[config.mk]
export PLATFORM = sky130hd
export DESIGN_NAME = dp_elastic_reg
export DESIGN_NICKNAME = d
export VERILOG_FILES = /design/src/rtl/dp_pkg.sv /design/src/rtl/sat_counter.sv /design/src/rtl/dp_elastic_reg.sv
export SDC_FILE = /design/constraint.sdc
export NUM_CORES = 1
export LEC_CHECK = 0
export ABC_AREA = 1
export CORE_MARGIN = 5
export CORE_UTILIZATION = 46
export CTS_CLUSTER_SIZE = 25
export DETAILED_ROUTE_END_ITERATION = 12
export PLACE_DENSITY = 0.76
export SYNTH_ARGS = -nofsm -noshare
export SYNTH_HDL_FRONTEND = slang
export SYNTH_SLANG_ARGS = --single-unit
[constraint.sdc]
create_clock -name clk -period 2.15 [get_ports clk]
set_input_delay 0.215 -clock clk [delete_from_list [all_inputs] [get_ports clk]]
set_output_delay 0.215 -clock clk [all_outputs]
set_load 0.1 [all_outputs]
[src/rtl/dp_pkg.sv]
// Shared types and limits for the elastic pipeline stage register.
package dp_pkg;

  typedef enum logic [1:0] {
    EMPTY = 2'b00,
    ONE   = 2'b01,
    TWO   = 2'b10
  } dp_state_e;

  localparam int DP_DEPTH_MAX = 2;

  // The state encoding is chosen so that it equals the entry count.
  function automatic logic [1:0] dp_occupancy(input dp_state_e s);
    return logic'(s == ONE) ? 2'd1 : (s == TWO) ? 2'd2 : 2'd0;
  endfunction

endpackage

[src/rtl/sat_counter.sv]
// Saturating up-counter: adds inc_i when en_i is set, sticking at all-ones.
module sat_counter #(
  parameter int CNT_W = 16
) (
  input  logic             clk,
  input  logic             rst_ni,
  input  logic             en_i,
  input  logic [1:0]       inc_i,
  output logic [CNT_W-1:0] cnt_o
);

  logic [CNT_W-1:0] cnt_q;
  logic [CNT_W-1:0] cnt_d;

  function automatic logic [CNT_W-1:0] sat_add(input logic [CNT_W-1:0] a,
                                               input logic [1:0] b);
    logic [CNT_W+1:0] sum;
    logic [CNT_W+1:0] lim;
    sum = {2'b00, a} + {{CNT_W{1'b0}}, b};
    lim = {2'b00, {CNT_W{1'b1}}};
    return (sum > lim) ? {CNT_W{1'b1}} : sum[CNT_W-1:0];
  endfunction

  always_comb begin
    cnt_d = cnt_q;
    if (en_i) cnt_d = sat_add(cnt_q, inc_i);
  end

  always_ff @(posedge clk or negedge rst_ni) begin
    if (!rst_ni) cnt_q <= '0;
    else         cnt_q <= cnt_d;
  end

  assign cnt_o = cnt_q;

endmodule

[src/rtl/dp_elastic_reg.sv]
// Elastic valid/ready pipeline stage with optional skid entry, hazard stall/flush
// controls and a saturating count of entries discarded by flush.
module dp_elastic_reg
  import dp_pkg::*;
#(
  parameter int               WIDTH      = 32,
  parameter logic [WIDTH-1:0] INIT_VALUE = {WIDTH{1'b0}},
  parameter int               DEPTH      = 2,
  parameter int               CNT_W      = 16
) (
  input  logic             clk,
  input  logic             rst,
  input  logic             in_valid,
  output logic             in_ready,
  input  logic [WIDTH-1:0] in_data,
  output logic             out_valid,
  input  logic             out_ready,
  output logic [WIDTH-1:0] out_data,
  input  logic             stall,
  input  logic             flush,
  output logic [1:0]       occupancy,
  output logic [CNT_W-1:0] drop_cnt
);

  if (DEPTH < 1 || DEPTH > DP_DEPTH_MAX) begin : g_bad_depth
    $fatal(1, "dp_elastic_reg: DEPTH must be 1 or 2");
  end

  dp_state_e        state_q, state_d;
  logic [WIDTH-1:0] main_q, main_d;
  logic [WIDTH-1:0] skid_q, skid_d;
  logic             in_fire;
  logic             out_fire;
  logic [1:0]       drop_inc;

  assign in_fire   = in_valid & in_ready;
  assign out_fire  = out_valid & out_ready;
  assign out_valid = (state_q != EMPTY) & ~stall;
  assign out_data  = main_q;
  assign occupancy = dp_occupancy(state_q);

  // Under stall both fires are already 0, so the handshake cases hold state.
  always_comb begin
    state_d = state_q;
    main_d  = main_q;
    skid_d  = skid_q;
    if (flush) begin
      state_d = EMPTY;
      main_d  = INIT_VALUE;
      skid_d  = INIT_VALUE;
    end else begin
      unique case (state_q)
        EMPTY: begin
          if (in_fire) begin
            state_d = ONE;
            main_d  = in_data;
          end
        end
        ONE: begin
          if (in_fire && out_fire) begin
            main_d = in_data;
          end else if (in_fire && DEPTH == 2) begin
            state_d = TWO;
            skid_d  = in_data;
          end else if (out_fire) begin
            state_d = EMPTY;
          end
        end
        TWO: begin
          if (out_fire) begin
            state_d = ONE;
            main_d  = skid_q;
          end
        end
        default: state_d = EMPTY;
      endcase
    end
  end

  always_ff @(posedge clk or negedge rst) begin
    if (!rst) begin
      state_q <= EMPTY;
      main_q  <= INIT_VALUE;
      skid_q  <= INIT_VALUE;
    end else begin
      state_q <= state_d;
      main_q  <= main_d;
      skid_q  <= skid_d;
    end
  end

  // Registered ready keeps the upstream handshake free of out_ready timing.
  if (DEPTH == 2) begin : g_reg_ready
    logic rdy_q;
    logic rdy_d;
    assign rdy_d = (state_d != TWO);
    always_ff @(posedge clk or negedge rst) begin
      if (!rst) rdy_q <= 1'b0;
      else      rdy_q <= rdy_d;
    end
    assign in_ready = rdy_q & ~stall;
  end else begin : g_comb_ready
    assign in_ready = rst & ~stall & (~out_valid | out_ready);
  end

  assign drop_inc = occupancy + {1'b0, in_fire};

  sat_counter #(
    .CNT_W(CNT_W)
  ) u_drop_cnt (
    .clk   (clk),
    .rst_ni(rst),
    .en_i  (flush),
    .inc_i (drop_inc),
    .cnt_o (drop_cnt)
  );

endmodule

==> run metrics <==
status finished clean; clock transition at the registers of the reported paths 0.09 ns; Yosys top cell area share 50.15%; reg-to-reg critical path endpoint u_drop_cnt.cnt_o[0]$_DFFE_PN0P_; top_reg_cell synth dfrtp_1; row count 34; Port Buffers 89; Die W 104.9 um; flop-to-flop setup slack 0.03 ns; Hold/Removal Path Class input port to async pin; required time worst endpoint 2.42 ns; family with the most delay on the worst path simple AND/OR/NAND/NOR gates; Net Switching 2.012 mW; Vias 3878; Die Span Y 104.9 um; f_max approximately 0.47 GHz; min cycle time layout 2.115 ns; critical-path cell list inv_2, nand2_2, buf_4, nor2_4, nor2_2, fa_2, inv_2, nand2_2, nor2_4, nand2_2, nor2_2, nand3_2, buf_6, o21ai_1; Synth area leaders dfrtp_1 (50%), nand2_1 (13%), o21ai_0 (6.6%), nand3_1 (6.2%), inv_1 (5.1%); Power Total 4.667 mW; number of flops mapped to enable cells by yosys 0; synth cell count leaders nand2_1 (141), dfrtp_1 (83), inv_1 (56); Final HPWL DP between 7 and 8 mm; count leader, synth nand2_1; endpoints failing hold 0; Worst Path Max Fanout 6; r2r startpoint state_q[1]$_DFF_PN0_; Syn Nets 559; max incr delay on CP 0.40 ns; DR pass1 iterations 4; die area ~11000 um2; Leak 2.719 nW; unrepaired setup endpoints after global routing true; Syn Area/Cell 7.995 um2; Placement Setup Slack -0.3343 ns; sequential fraction of the synthesis area 50.15%; Max Cap Viol 0; Clock power frac 25.4%; vias in the first global route between 3000 and 4000; setup TNS 0 ns; register bit total from synthesis between 80 and 90; DRT Wirelength roughly 11 mm; Yosys top cell by area dfrtp_1; Worst-Margin Slew 0.5695 ns; cts bufs inserted 9; Max Slew Vio Count 0; Worst IR Drop VDD 0.8155 mV; Sw Share 43.11%; WP data arrival roughly 2.4 ns; Setup crit start kind flop; root buf cell clkbuf_8; Fin Hold WS 0.2387 ns; crit path from state_q[1]$_DFF_PN0_; combinational power share 35.7%; crit-path most repeated cell nand2_2; Final setup viols 0; core box area roughly 8800 um2; Yosys warning total 0; max_slew headroom 62.03%; post-synthesis instance total 518; initial DRC count 183; n_diodes 0; post-route cell area between 5000 and 6000 um2; ratio of cells with drive above 1 in the final layout 22.73%; I/O pin cnt 90; worst skew pair latency 0.35 ns; setup slack after layout 0.03464 ns; DR vias/cell 5.262; GRT Residual Overflow 0; Worst Skew 0.01244 ns; P per Cell Area 853.6 nW/um2; ys async rst share 100.0%; TritonCTS clock tree built; Bufs and invs on worst path 4; Syn-to-layout area delta 32.02%; CTS Sinks 83; Reg power frac roughly two fifths; first-pass GRT wire length around 18 mm; wire per inst 14.45 um; FF-to-FF path depth 14; antenna viol nets, final 0; crit path kind flop to flop; Synth cell types 29; Nets around 670; type of element capturing the critical path flop; Remaining DRCs 0; CTS Buffer Depth 2; Overall Global Routing Usage between 15 and 20%; Syn Std Cell Area 4141 um2; Slowest-stage cell, CP dfrtp_1; pin count of the biggest net entering global routing 64; Placed Instance Area roughly 5200 um2; Internal 2.655 mW; Final period util 98.39%; Initial Util between 40 and 50%; antenna violations before repair 0; GPL Wtd Cong 0.8501; CTS H-Tree Depth 3
## metrics by stage
step | util [%] | std cells
after detailed placement | 58.98 | 716
after global placement | 58.98 | 716
after CTS | 61.81 | 735
final | 62.39 | 737
after global routing | 62.39 | 737
after floorplan | - | 518
## state kept, by name, summed over array words and instances, names as in the netlist
name / cells
g_reg_ready.rdy_q: 1
u_drop_cnt.cnt_o: 16
state_q: 2
out_data: 32
skid_q: 32
## logic make-up after synthesis
kind of cell / count (synthesis) / synth area share (%)
AOI/OAI and AO/OA: 102 / 13.23
xor gates and xnor gates: 2 / 0.4230
adders and majority gates: 3 / 1.088
buffers and inverters: 85 / 9.184
DFF: 83 / 50.15
and+or+nand+nor: 243 / 25.92
## placed cells by master (no fill, tap or decap), drive strengths merged, types with 2 or more instances in the layout
cell           netlist  layout
buf                 16      85
xor2                 2       2
clkinv               0       2
nor2                29      29
clkbuf              11       9
nand3               53      53
dfrtp               83      83
nand4                7       7
o21ai               69      69
nand2              147     147
a21oi               33      33
nor3                 2       2
inv                 58      61
ha                   2       2
or2                  3       3
clkdlybuf4s50        0      36
nand3b               2       2
## final cells by class
type	instances	area, um2
fillers	755	3296
flip-flops and latches	83	2082
multi-input cells	350	1734
repair buffers	122	1091
inverters	58	217.7
well taps	108	135.1
clock buffers	9	123.9
clock inverters	7	83.83
## worst max path at each step
stage                                            end  slack, ns  depth (start not counted)
global placement    u_drop_cnt.cnt_o[14]$_DFFE_PN0P_      -0.26                         15
CTS                  u_drop_cnt.cnt_o[0]$_DFFE_PN0P_      0.001                         14
global route         u_drop_cnt.cnt_o[0]$_DFFE_PN0P_      -0.09                         14
detailed placement   u_drop_cnt.cnt_o[0]$_DFFE_PN0P_      -0.33                         15
finish               u_drop_cnt.cnt_o[0]$_DFFE_PN0P_       0.03                         14
floorplan            u_drop_cnt.cnt_o[8]$_DFFE_PN0P_   -0.00005                         14
## layer usage
layer  GRT usage (%)  share of wire (%)
met1           27.10                 44
met4           4.384               0.71
met5               0                  0
met3           5.549                6.3
met2           32.15                 49
## repair_timing
action,CTS,global route
pin swaps,2,3
endpoints found under the setup margin,11,16
hold endpoints to repair,51,0
gates resized for setup,5,14
hold buffers,1,0
buffers inserted,2,2
## power groups by stage
stage          clock (mW)  sequential (mW)  combinational [mW]
6_report             1.18             1.81                1.67
5_1_grt              1.28             1.83                1.76
4_1_cts              1.20             1.81                1.66
3_5_place_dp            0             1.84                1.65
3_3_place_gp            0             1.83                1.63
2_1_floorplan           0             2.64               0.371
Note: power is estimated with default switching activity, not from simulation.
